### config.mk
export PLATFORM = sky130hd
export DESIGN_NAME = ex_stage
export DESIGN_NICKNAME = d
export VERILOG_FILES = /design/src/rtl/ex_stage.sv
export SDC_FILE = /design/constraint.sdc
export NUM_CORES = 1
export LEC_CHECK = 0
export ABC_CLOCK_PERIOD_IN_PS = 5550
export BUFFER_PORTS_ARGS = -buffer_cell sky130_fd_sc_hd__buf_2
export CAP_MARGIN = 5
export CORE_MARGIN = 2
export CORE_UTILIZATION = 30
export CTS_CLUSTER_SIZE = 16
export DETAILED_ROUTE_END_ITERATION = 8
export RECOVER_POWER = 50
export SETUP_SLACK_MARGIN = 0.02
export SLEW_MARGIN = 20
export SYNTH_ARGS = -nofsm -noshare
export SYNTH_HDL_FRONTEND = slang
export SYNTH_SLANG_ARGS = --single-unit
### constraint.sdc
create_clock -name clk -period 5.55 [get_ports clk]
set_input_delay 0 -clock clk [delete_from_list [all_inputs] [get_ports clk]]
set_output_delay 0 -clock clk [all_outputs]
set_load 0.02 [all_outputs]
### src/rtl/ex_stage.sv
// MIPS execute stage: single-cycle ALU plus an iterative HI/LO multiply/divide unit.
// Optional build macro EX_OVERFLOW_TRAP_EN enables the signed add/sub overflow flag (ovf).
module ex_stage #(
  parameter int WIDTH = 32
) (
  input  logic             clk,
  input  logic             rst_n,
  input  logic             flush,
  input  logic             in_valid,
  output logic             in_ready,
  input  logic [WIDTH-1:0] readData1,
  input  logic [WIDTH-1:0] readData2,
  input  logic [WIDTH-1:0] imm,
  input  logic             ALUSrc,
  input  logic [1:0]       ALUOp,
  input  logic [5:0]       funct,
  output logic             res_valid,
  output logic [WIDTH-1:0] alu_result,
  output logic             zero,
  output logic [WIDTH-1:0] store_data,
  output logic             ovf,
  output logic [WIDTH-1:0] hi,
  output logic [WIDTH-1:0] lo
);

  // state | meaning
  // IDLE  | accepting instructions, single-cycle ops complete here
  // BUSY  | mul/div iterating one step per cycle, upstream stalled
  typedef enum logic {IDLE, BUSY} state_t;

  localparam int CNT_W = (WIDTH > 1) ? $clog2(WIDTH) : 1;

  state_t             state_q, state_d;
  logic [CNT_W-1:0]   cnt_q, cnt_d;
  logic [WIDTH-1:0]   acc_hi_q, acc_hi_d;
  logic [WIDTH-1:0]   acc_lo_q, acc_lo_d;
  logic [WIDTH-1:0]   opnd_q, opnd_d;
  logic               is_div_q, is_div_d;
  logic               neg_lo_q, neg_lo_d;
  logic               neg_hi_q, neg_hi_d;
  logic [WIDTH-1:0]   hi_q, hi_d;
  logic [WIDTH-1:0]   lo_q, lo_d;
  logic               res_valid_q, res_valid_d;
  logic [WIDTH-1:0]   alu_result_q, alu_result_d;
  logic               zero_q, zero_d;
  logic [WIDTH-1:0]   store_data_q, store_data_d;
  logic               ovf_q, ovf_d;

  logic [WIDTH-1:0]   op_b;
  logic               accept;
  logic               is_muldiv;
  logic [WIDTH-1:0]   sum, diff;
  logic [WIDTH-1:0]   alu_res;
  logic               alu_ovf;

  assign in_ready   = (state_q == IDLE);
  assign op_b       = ALUSrc ? imm : readData2;
  assign accept     = in_valid && in_ready && !flush;
  assign is_muldiv  = (ALUOp == 2'b10) && (funct[5:2] == 4'b0110);
  assign sum        = readData1 + op_b;
  assign diff       = readData1 - op_b;

  always_comb begin
    alu_res = '0;
    unique case (ALUOp)
      2'b01: alu_res = diff;
      2'b10: begin
        case (funct)
          6'h20, 6'h21: alu_res = sum;
          6'h22, 6'h23: alu_res = diff;
          6'h24:        alu_res = readData1 & op_b;
          6'h25:        alu_res = readData1 | op_b;
          6'h26:        alu_res = readData1 ^ op_b;
          6'h27:        alu_res = ~(readData1 | op_b);
          6'h2A:        alu_res = {{(WIDTH-1){1'b0}}, ($signed(readData1) < $signed(op_b))};
          6'h2B:        alu_res = {{(WIDTH-1){1'b0}}, (readData1 < op_b)};
          6'h10:        alu_res = hi_q;
          6'h12:        alu_res = lo_q;
          default:      alu_res = '0;
        endcase
      end
      default: alu_res = sum;
    endcase
  end

`ifdef EX_OVERFLOW_TRAP_EN
  logic add_ovf, sub_ovf;
  assign add_ovf = (readData1[WIDTH-1] == op_b[WIDTH-1]) && (sum[WIDTH-1] != readData1[WIDTH-1]);
  assign sub_ovf = (readData1[WIDTH-1] != op_b[WIDTH-1]) && (diff[WIDTH-1] != readData1[WIDTH-1]);
  always_comb begin
    alu_ovf = 1'b0;
    if (ALUOp == 2'b00)
      alu_ovf = add_ovf;
    else if (ALUOp == 2'b01)
      alu_ovf = sub_ovf;
    else if (ALUOp == 2'b10 && funct == 6'h20)
      alu_ovf = add_ovf;
    else if (ALUOp == 2'b10 && funct == 6'h22)
      alu_ovf = sub_ovf;
  end
`else
  assign alu_ovf = 1'b0;
`endif

  // Operand preparation: magnitudes for signed ops, raw dividend when dividing by zero.
  logic               sgn_op, a_neg, b_neg, div_by_zero;
  logic [WIDTH-1:0]   a_mag, b_mag;
  assign sgn_op      = !funct[0];
  assign a_neg       = sgn_op && readData1[WIDTH-1];
  assign b_neg       = sgn_op && op_b[WIDTH-1];
  assign a_mag       = a_neg ? (~readData1 + WIDTH'(1)) : readData1;
  assign b_mag       = b_neg ? (~op_b + WIDTH'(1)) : op_b;
  assign div_by_zero = funct[1] && (op_b == '0);

  // Shift-add multiply step: {acc_hi, acc_lo} holds partial product / remaining multiplier.
  logic [WIDTH:0]     mul_sum;
  logic [WIDTH-1:0]   mul_hi_nx, mul_lo_nx;
  assign mul_sum   = {1'b0, acc_hi_q} + (acc_lo_q[0] ? {1'b0, opnd_q} : '0);
  assign mul_hi_nx = mul_sum[WIDTH:1];
  assign mul_lo_nx = {mul_sum[0], acc_lo_q[WIDTH-1:1]};

  // Restoring divide step: acc_hi is the partial remainder, acc_lo shifts dividend out and quotient in.
  logic [WIDTH:0]     div_shift;
  logic [WIDTH-1:0]   div_diff, div_hi_nx, div_lo_nx;
  logic               div_ok;
  assign div_shift = {acc_hi_q, acc_lo_q[WIDTH-1]};
  assign div_ok    = (div_shift >= {1'b0, opnd_q});
  assign div_diff  = div_shift[WIDTH-1:0] - opnd_q;
  assign div_hi_nx = div_ok ? div_diff : div_shift[WIDTH-1:0];
  assign div_lo_nx = {acc_lo_q[WIDTH-2:0], div_ok};

  logic [2*WIDTH-1:0] prod_raw, prod_fix;
  assign prod_raw = {mul_hi_nx, mul_lo_nx};
  assign prod_fix = neg_lo_q ? (~prod_raw + (2*WIDTH)'(1)) : prod_raw;

  always_comb begin
    state_d      = state_q;
    cnt_d        = cnt_q;
    acc_hi_d     = acc_hi_q;
    acc_lo_d     = acc_lo_q;
    opnd_d       = opnd_q;
    is_div_d     = is_div_q;
    neg_lo_d     = neg_lo_q;
    neg_hi_d     = neg_hi_q;
    hi_d         = hi_q;
    lo_d         = lo_q;
    res_valid_d  = 1'b0;
    alu_result_d = alu_result_q;
    zero_d       = zero_q;
    store_data_d = store_data_q;
    ovf_d        = ovf_q;
    unique case (state_q)
      IDLE: begin
        if (accept) begin
          store_data_d = readData2;
          if (is_muldiv) begin
            state_d  = BUSY;
            cnt_d    = CNT_W'(WIDTH-1);
            is_div_d = funct[1];
            acc_hi_d = '0;
            if (funct[1]) begin
              acc_lo_d = div_by_zero ? readData1 : a_mag;
              opnd_d   = b_mag;
              neg_lo_d = !div_by_zero && (a_neg ^ b_neg);
              neg_hi_d = !div_by_zero && a_neg;
            end else begin
              acc_lo_d = b_mag;
              opnd_d   = a_mag;
              neg_lo_d = a_neg ^ b_neg;
              neg_hi_d = 1'b0;
            end
          end else begin
            res_valid_d  = 1'b1;
            alu_result_d = alu_res;
            zero_d       = (alu_res == '0);
            ovf_d        = alu_ovf;
          end
        end
      end
      BUSY: begin
        if (flush) begin
          state_d = IDLE;
        end else begin
          acc_hi_d = is_div_q ? div_hi_nx : mul_hi_nx;
          acc_lo_d = is_div_q ? div_lo_nx : mul_lo_nx;
          if (cnt_q == '0) begin
            state_d      = IDLE;
            res_valid_d  = 1'b1;
            alu_result_d = '0;
            zero_d       = 1'b1;
            ovf_d        = 1'b0;
            if (is_div_q) begin
              lo_d = neg_lo_q ? (~div_lo_nx + WIDTH'(1)) : div_lo_nx;
              hi_d = neg_hi_q ? (~div_hi_nx + WIDTH'(1)) : div_hi_nx;
            end else begin
              {hi_d, lo_d} = prod_fix;
            end
          end else begin
            cnt_d = cnt_q - CNT_W'(1);
          end
        end
      end
      default: state_d = IDLE;
    endcase
  end

  always_ff @(posedge clk or negedge rst_n) begin
    if (!rst_n) begin
      state_q      <= IDLE;
      cnt_q        <= '0;
      acc_hi_q     <= '0;
      acc_lo_q     <= '0;
      opnd_q       <= '0;
      is_div_q     <= 1'b0;
      neg_lo_q     <= 1'b0;
      neg_hi_q     <= 1'b0;
      hi_q         <= '0;
      lo_q         <= '0;
      res_valid_q  <= 1'b0;
      alu_result_q <= '0;
      zero_q       <= 1'b0;
      store_data_q <= '0;
      ovf_q        <= 1'b0;
    end else begin
      state_q      <= state_d;
      cnt_q        <= cnt_d;
      acc_hi_q     <= acc_hi_d;
      acc_lo_q     <= acc_lo_d;
      opnd_q       <= opnd_d;
      is_div_q     <= is_div_d;
      neg_lo_q     <= neg_lo_d;
      neg_hi_q     <= neg_hi_d;
      hi_q         <= hi_d;
      lo_q         <= lo_d;
      res_valid_q  <= res_valid_d;
      alu_result_q <= alu_result_d;
      zero_q       <= zero_d;
      store_data_q <= store_data_d;
      ovf_q        <= ovf_d;
    end
  end

  assign res_valid  = res_valid_q;
  assign alu_result = alu_result_q;
  assign zero       = zero_q;
  assign store_data = store_data_q;
  assign ovf        = ovf_q;
  assign hi         = hi_q;
  assign lo         = lo_q;

endmodule

# Word level (Yosys, flattened, before mapping)

Cells that the tools add are included.

$add $sub $neg: 10
$lt $le $gt $ge: 3
Eq/ne operators: 21
Multiplexer cells: 57
Bitwise logic cells: 12
Reductions and logical operators: 22

Operators with widths:

| cell                                                             | count |
|---|---|
| 32-bit 2-to-1 mux                                                | 24 |
| 32-bit case mux with 10 select lines                             | 1 |
| 32-bit case mux with 2 select lines                              | 4 |
| 32-bit NOT                                                       | 5 |
| 32-bit by 1-bit adder with 32-bit output (second input constant) | 4 |
| 64-bit by 1-bit adder with 64-bit output (second input constant) | 1 |
| 32-bit logical NOT                                               | 2 |
| 32-bit less-than comparator                                      | 2 |
| 64-bit 2-to-1 mux                                                | 1 |
| 64-bit NOT                                                       | 1 |
| 32-bit subtractor                                                | 2 |
| 6-bit == test (second input constant)                            | 10 |
| 32-bit by 32-bit adder with 33-bit output                        | 1 |
| 33-bit by 32-bit greater-or-equal comparator with 1-bit output   | 1 |
| 32-bit adder                                                     | 1 |
| 32-bit AND                                                       | 1 |
| 32-bit bitwise OR                                                | 1 |
| 32-bit bitwise XOR                                               | 1 |
| 5-bit 2-to-1 mux                                                 | 4 |
| 1-bit 2-to-1 mux                                                 | 18 |
| 6-bit by 5-bit == test with 1-bit output (second input constant) | 2 |
| 5-bit case mux with 2 select lines                               | 1 |
| 3-bit AND reduction                                              | 3 |
| 1-bit logical AND                                                | 8 |
| 14 further kinds                                                 | 26 |

Flip-flop bits (word level): 236
Input port bits: 109

# Logic depth before layout (Yosys ltp)

Gate-level depths: netlist of the first run.

Depth after elaboration: 9
Depth in mapped cells: 25

# Least setup slack after synthesis of the first run

Ideal clock, no wire load.

Path kind: reg-to-reg
Start: reg acc_hi_q[15]
End: reg hi_q[26] (netlist: hi[26])
Library setup time: 121 ps
Arrival: 5453 ps
Slack: -24 ps
Stages on the path, launching flop included: 25
Buffers on the path: 5
Clock period less this slack: 5574 ps
Path through: dfrtp_1 -> ha_1 -> clkbuf_1 -> nand4_1 -> nor4_1 -> a31oi_1 -> o211ai_1 -> a31o_2 -> clkbuf_1 -> buf_1 -> buf_1 -> clkbuf_1 -> nand2_1 -> o21ai_0 -> ha_1 -> nand2_1 -> a21oi_1 -> nor4bb_1 -> mux2i_1 -> a211oi_1 -> nand4_1 -> o21ai_0 -> xnor2_1 -> nor2_1 -> o22a_1

Longest elaborated chain between the ends: 6

Ends and longest elaborated chain:

| what                                                                                                       | RTL line | source |
|---|---|---|
| start, declared                                                                                            | 35       | `logic [WIDTH-1:0] acc_hi_q, acc_hi_d;` |
| start signal, assigned                                                                                     | 227      | `acc_hi_q <= acc_hi_d;` |
| 32-bit subtractor / 33-bit by 32-bit greater-or-equal comparator with 1-bit output (equally long branches) | 128, 127 |  |
| 32-bit 2-to-1 mux                                                                                          | 129      | `assign div_hi_nx = div_ok ? div_diff : div_shift[WIDTH-1:0];` |
| 32-bit NOT                                                                                                 | 194      | `hi_d = neg_hi_q ? (~div_hi_nx + WIDTH'(1)) : div_hi_nx;` |
| 32-bit by 1-bit adder with 32-bit output                                                                   | 194      |  |
| 32-bit 2-to-1 mux                                                                                          | 194      |  |
| 32-bit 2-to-1 mux *                                                                                        | 192      | `if (is_div_q) begin` |
| end signal, assigned                                                                                       | 233      | `hi_q <= hi_d;` |
| end, declared                                                                                              | 41       | `logic [WIDTH-1:0] hi_q, hi_d;` |

Mark *: on every way between the ends. The rest lies on a longest branch, timed or not.
A chain may end at the register's enable or synchronous reset.

# Final worst setup path of the first run

Start: reg acc_hi_q[0]
End: reg hi_q[30] (netlist: hi[30])

Same word-level chain as after synthesis.

==> results.md, run 1 <==
* Final setup vio count at 0
* Syn_area_per_cell at 7.35 µm²
* Violated checks: capacitance limit, slew limit
* Fin. Hold Viols at 0
* Final ANT Viol Nets at 0
* Max Cap Viol at 3
* Die Y at 300 µm
* H-tree depth at 1
* Slew headroom at -130%
* # fillers at 9,314
* All-Layer GR Usage at 24.1%
* Hold WC Path Type: in2reg
* Most frequent cells in the layout: 437 x nand2_1, 381 x o21ai_0, 312 x nor2_1
* Slew Viols, Final at 167
* Worst R2R Start: acc_hi_q[0]
* Endpoint class of the critical path: flip-flop
* First-pass GRT wire length at 168,000 µm
* Layout area overhead at 15.1%
* Synth top area share at 22.4%
* Post-synth EDFFs at 0
* Worst Path Arrival at 5790 ps
* Die X-Extent at 300 µm
* Mapped Nets at 3,869
* Grt total ovfl at 0
* Crit Path Max Fanout at 7
* CTS buffer count at 31
* End-of-flow core utilization at 34.8%
* DP HPWL at 88,700 µm
* Most common cell after layout, fill and taps aside: nand2_1
* Sink Count at 235
* Worst r2r dst: hi[30]
* Root buffer cell: clkbuf_16
* Count of cell types in the netlist at 89
* Total wire length at 113,000 µm
* Sequential area share after synthesis at 22.4%
* Number of core rows at 108
* Ports at 241
* Core footprint at 86,800 µm²
* Least-Margin Pin Slew at 3450 ps
* Syn. warnings at 0
* R2R depth at 20
* R2R setup slack at 270 ps
* Power consumption at 6.95 mW
* Net count, final at 4,040
* Worst skew pair latency at 610 ps
* Status: finished with violations
* Fraction of layout cells with a size suffix above 1 at 11.3%
* Seq. cell area at 5890 µm²
* Req. time, crit path at 6070 ps
* DRT iter0 DRCs at 3,331
* Largest net degree at the start of global routing at 140
* Fmax at 189 MHz
* Worst hold path startpoint: readData1[19]
* Placer Congestion at 0.975
* Tcrit/Tclk final at 95.1%
* Via count of the first global-routing pass at 26,000
* Drt pass-1 iters at 9
* Most used DFF post-synth: dfrtp_1
* Vias at 28,100
* Worst Hold Depth at 5
* Setup skew after layout at 20.1 ps
* Unrepaired setup endpoints after global routing: yes
* Worst Setup Path Type: reg2reg
* Synth async-reset ratio at 100%
* Port bufs at 239
* WHS Endpoint: opnd_q[19]
* Register clock-pin slew on the reported worst setup and hold paths at 60 ps
* Mapped cell area at 26,200 µm²
* Cells after Synth at 3,571
* WL/cell at 22.9 µm
* Via/cell ratio at 5.71
* Flops & latches, synth at 235
* CTS tree: yes
* Area of the multi-input gates at 18,900 µm²
* Power density over the cells at 230 nW/µm²
* Synth area leaders: dfrtp_1 22%, ha_1 8.8%, o21ai_0 7.3%, xnor2_1 6.9%, nand2_1 6.3%
* CP startpoint kind: flip-flop
* Initial Utilization at 30.3%
* Clock buffer depth at 3
* Post-synth top area cell: dfrtp_1
* Die area at 89,900 µm²
* DR DRC count at 0
* Leak at 13.3 nW
* Tmin final at 5280 ps
* Antenna violations before repair at 6
* Peak VDD IR at 0.259 mV
-- area by class of cell --
cell class,instances,share of cell area (%)
sequential,235,19.5
clock buffer,41,2.86
inverter,167,2.07
multi-input combinational,2929,62.6
timing repair buffer,378,7.49
antenna,5,0.0414
tap,1155,4.78
clock inverter,14,0.687
-- timing repair --
item,in CTS,in global routing
hold endpoints to repair,114,0
setup endpoints to repair,0,10
setup buffers,0,1
hold buffers,37,0
resized for setup,0,12
-- how the worst max path moves through the flow --
stage,cells past startpoint,from,endpoint
after global placement,20,acc_hi_q[25],hi[26]
after CTS,20,acc_hi_q[25],hi[26]
after global routing,20,acc_hi_q[0],hi[26]
final,20,acc_hi_q[0],hi[30]
after floorplan,24,acc_hi_q[15],hi[26]
after detailed placement,20,acc_hi_q[25],hi[26]
-- sequential cells by signal, indices dropped and copies added, names as in the netlist --
signal      flops
zero            1
cnt_q           5
acc_lo_q       32
neg_hi_q        1
state_q         1
lo             32
is_div_q        1
alu_result     32
neg_lo_q        1
res_valid       1
opnd_q         32
acc_hi_q       32
hi             32
store_data     32
-- power by group --
part           total, mW  internal [mW]  switching [mW]
sequential          2.08           1.88           0.206
combinational       2.69          0.968            1.72
clock               2.17           1.32           0.859
total               6.95           4.16            2.78
-- synth_stat cells, drive strengths merged, types with 19 or more instances --
library cell and number:
a211oi 33, a21o 40, a21oi 283, a221oi 27, a22oi 25, a31oi 29
buf 44, clkbuf 196, dfrtp 235, ha 185, inv 166, mux2 40
mux2i 98, nand2 439, nand3 104, nand4 36, nor2 317, nor3 83
nor4 29, o211ai 51, o21ai 385, o31ai 43, or2 21, or3 39
or4 19, xnor2 208, xor2 74
-- per-stage QoR --
stage | hold slack, ps | TNS, ps | worst slack (ps) | instance area [µm²] | std cells
floorplan | -296 | 0 | 94.6 | 26200 | 3571
global placement | -45.3 | 0 | 275 | 28800 | 4826
detailed placement | -44.6 | 0 | 211 | 28800 | 4826
CTS | 1.37 | 0 | 190 | 30300 | 4918
global route | 45.6 | -76.4 | -49.7 | 30200 | 4921
finish | 10.2 | 0 | 273 | 30200 | 4924
-- kinds of logic after synthesis --
kind of cell	count (synthesis)	share of synthesized area (%)
xor gates and xnor gates	282	9.41
and+or+nand+nor	1202	21.2
AOI/OAI and AO/OA	1117	26.5
adders and majority gates	189	9.12
muxes	138	5.45
buffers and inverters	407	5.92
DFF	235	22.4
other	1	0.0143
-- routing by layer --
| layer | routed length (µm) | share of wire, % | GRT usage (%) | vias up |
|---|---|---|---|---|
| li1 | - | - | - | 13200 |
| met1 | 50400 | 45 | 34.7 | 13500 |
| met2 | 49400 | 44 | 36.8 | 1291 |
| met3 | 8970 | 7.9 | 3.34 | 168 |
| met4 | 4100 | 3.6 | 7.90 | 2 |
| met5 | 13 | 0.012 | 0 | - |
-- critical path, cell delays in order, from the launching register on --
cell and delay [ps]:
dfrtp_1 470, ha_1 340, nor2b_1 160, o2111a_1 280
o211a_1 300, or4_1 500, a31o_4 320, inv_1 110
mux2i_2 270, ha_1 240, nand2_1 80, a21oi_1 220
nor4bb_2 360, mux2i_2 190, a211oi_1 200, buf_4 180
nand4_1 270, buf_4 260, nor3_1 130, mux2i_1 100
a41oi_1 190
(Power assumes the default switching activity.)
==> run 2: changes to the inputs <==
- PLACE_DENSITY: unset -> 0.59
==> run 2 against run 1 <==
Compared with the run above: the flow still finishes with violations (capacitance limit, slew limit); wire length up 0.71%; register-to-register slack better by 50 ps; flip-flop and latch count unchanged; critical path type unchanged.
==> results.md, run 2 (synthesis results as in run 1) <==
* Area of the multi-input gates at 18,900 µm² (about the same)
* Fraction of layout cells with a size suffix above 1 at 11.3% (-0.015 points)
* Hold WC Path Type: in2reg
* Largest net degree at the start of global routing at 70 (-50%)
* Total wire length at 114,000 µm (+0.71%)
* Slew Viols, Final at 239 (+43%)
* Drt pass-1 iters at 8 (-1)
* Final hold slack at 21.5 ps (+11.3 ps)
* Final setup vio count at 0 (unchanged)
* Unrepaired setup endpoints after global routing: no
* Clock buffer depth at 3 (unchanged)
* Crit Path Max Fanout at 6 (-1)
* Most common cell after layout, fill and taps aside: nand2_1
* Register clock-pin slew on the reported worst setup and hold paths at 60 ps (about the same)
* DP HPWL at 89,700 µm (+1.1%)
* Peak VDD IR at 0.216 mV (-16%)
* Die Y at 300 µm (unchanged)
* WL/cell at 23.1 µm (+0.80%)
* Setup TNS at 0 ps (unchanged)
* CTS buffer count at 30 (-3.2%)
* Initial Utilization at 30.3% (unchanged)
* Switching Fraction at 40.1% (about the same)
* Met3 WL at 7970 µm (-11%)
* Grt total ovfl at 0 (unchanged)
* Least-Margin Pin Slew at 4120 ps (+665 ps)
* Worst Setup Path Type: reg2reg
* Most frequent cells in the layout: 437 x nand2_1, 380 x o21ai_0, 313 x nor2_1
* Worst Path Arrival at 5700 ps (-90 ps)
* Root buffer cell: clkbuf_16
* Leak at 13.3 nW (-0.17%)
* DR DRC count at 0 (unchanged)
* Tcrit/Tclk final at 94.3% (-0.83 points)
* Core footprint at 86,800 µm² (unchanged)
* Die X-Extent at 300 µm (unchanged)
* Endpoint class of the critical path: flip-flop
* Req. time, crit path at 6020 ps (-50 ps)
* All-Layer GR Usage at 24.3% (+0.17 points)
* Crit path largest cell delay at 480 ps (-20 ps)
* Worst path cell trace: ha_1, nor2b_1, o2111a_1, o211a_1, or4_1, a31o_2, inv_1, mux2i_2, ha_1, nand2_1, a21oi_2, nor4bb_1, mux2i_1, a211oi_1, buf_4, nand4_1, o21ai_1, xnor2_1, nor2_1, o22a_1
* Status: finished with violations
* Violated checks: capacitance limit, slew limit
* Ports at 241 (unchanged)
* DRT iter0 DRCs at 3,289 (-1.3%)
* Worst skew pair latency at 600 ps (about the same)
* Routed wl met2 at 49,400 µm (about the same)
* Seq pwr share at 30.3% (+0.3 points)
* # fillers at 9,394 (+0.86%)
* Seq. cell area at 5890 µm² (about the same)
* Met1 WL at 51,900 µm (+2.9%)
* Placer Congestion at 0.978 (+0.34%)
* Slowest-stage cell, CP: or4_1
* Tmin final at 5230 ps (-46.0 ps)
* CP bufs+invs at 2 (-1)
* Net count, final at 4,035 (-0.12%)
* Clock power share at 31.1% (-0.2 points)
* CTS tree: yes
* Setup repair bufs after CTS at 0 (unchanged)
* Switching Power at 2.77 mW (-0.59%)
* Logic pwr share at 38.7% (about the same)
* Die area at 89,900 µm² (unchanged)
* Setup skew after layout at 19.3 ps (-0.759 ps)
* Via/cell ratio at 5.71 (about the same)
* Internal power at 4.13 mW (-0.74%)
* DR top layer: met5
* Fmax at 191 MHz (+0.88%)
* Cell mode on critical path: ha_1
* Via count of the first global-routing pass at 25,800 (-0.72%)
* Final ANT Viol Nets at 0 (unchanged)
* Fin. Hold Viols at 0 (unchanged)
* Power density over the cells at 229 nW/µm² (-0.48%)
* CP startpoint kind: flip-flop
* First-pass GRT wire length at 168,000 µm (+0.29%)
* Sink Count at 235 (unchanged)
* Layout area overhead at 14.9%
* Vias at 28,100 (-0.096%)
* Cell family with most CP delay: compound AO/OA/AOI/OAI gates
* Antenna violations before repair at 10 (+4)
* Number of core rows at 108 (unchanged)
* H-tree depth at 1 (unchanged)
* Slew headroom at -174% (-44 points)
* Max Cap Viol at 4 (+1)
* Port bufs at 239 (unchanged)
## run 2: repair_timing
action | in CTS | in global routing
endpoints found under the hold margin | 141 | 0
setup endpoints to repair | 0 | 6
gates resized for setup | 0 | 11
hold buffers | 36 | 0
## run 2: worst min-delay path, delay by kind of cell
| kind | cells | cell delay, ps |
|---|---|---|
| AO/OA/AOI/OAI | 3 | 310 |
| buffers and inverters | 1 | 130 |
| XOR/XNOR | 1 | 120 |
## run 2: layer usage
metal | up-vias | global-route usage [%]
li1 | 13200 | -
met1 | 13500 | 35.5
met2 | 1164 | 36.9
met3 | 206 | 2.73
met4 | 4 | 7.86
met5 | - | 0
## run 2: stage by stage
| step | setup slack, ps | area (µm²) | total power [mW] | util [%] | std cells |
|---|---|---|---|---|---|
| 3_5_place_dp | 262 | 28800 | 4.71 | 33.2 | 4824 |
| 5_1_grt | 33.1 | 30100 | 7.23 | 34.8 | 4919 |
| 3_3_place_gp | 312 | 28800 | 4.70 | 33.2 | 4823 |
| 2_1_floorplan | 94.6 | 26200 | 3.83 | - | 3571 |
| 6_report | 319 | 30200 | 6.90 | 34.8 | 4920 |
| 4_1_cts | 222 | 30200 | 6.89 | 34.8 | 4915 |
## run 2: worst paths after layout
check                              startpoint      endpoint  slack (ps)  cells past startpoint
min in group asynchronous               rst_n          zero        1540                      3
worst max-delay path              acc_hi_q[0]        hi[26]         320                     20
max in group asynchronous               rst_n      neg_lo_q         970                      3
worst min-delay path            readData1[29]  acc_lo_q[29]          20                      5
worst min register to register     opnd_q[17]    opnd_q[17]         490                      2
worst max register to register    acc_hi_q[0]        hi[26]         320                     20
## run 2: cell type report
| type | instances | share of cell area [%] |
|---|---|---|
| clock inverter | 10 | 0.432 |
| timing repair buffer | 374 | 7.35 |
| multi-input combinational | 2929 | 62.7 |
| antenna | 5 | 0.0415 |
| inverter | 167 | 2.08 |
| sequential | 235 | 19.5 |
| tap | 1155 | 4.79 |
| clock buffer | 45 | 3.11 |
## run 2: power groups by stage
| stage | combinational [mW] | sequential [mW] | clock (mW) |
|---|---|---|---|
| 2_1_floorplan | 1.72 | 2.11 | 0 |
| 3_3_place_gp | 2.59 | 2.11 | 0 |
| 3_5_place_dp | 2.60 | 2.11 | 0 |
| 4_1_cts | 2.64 | 2.08 | 2.17 |
| 5_1_grt | 2.89 | 2.11 | 2.22 |
| 6_report | 2.67 | 2.09 | 2.14 |
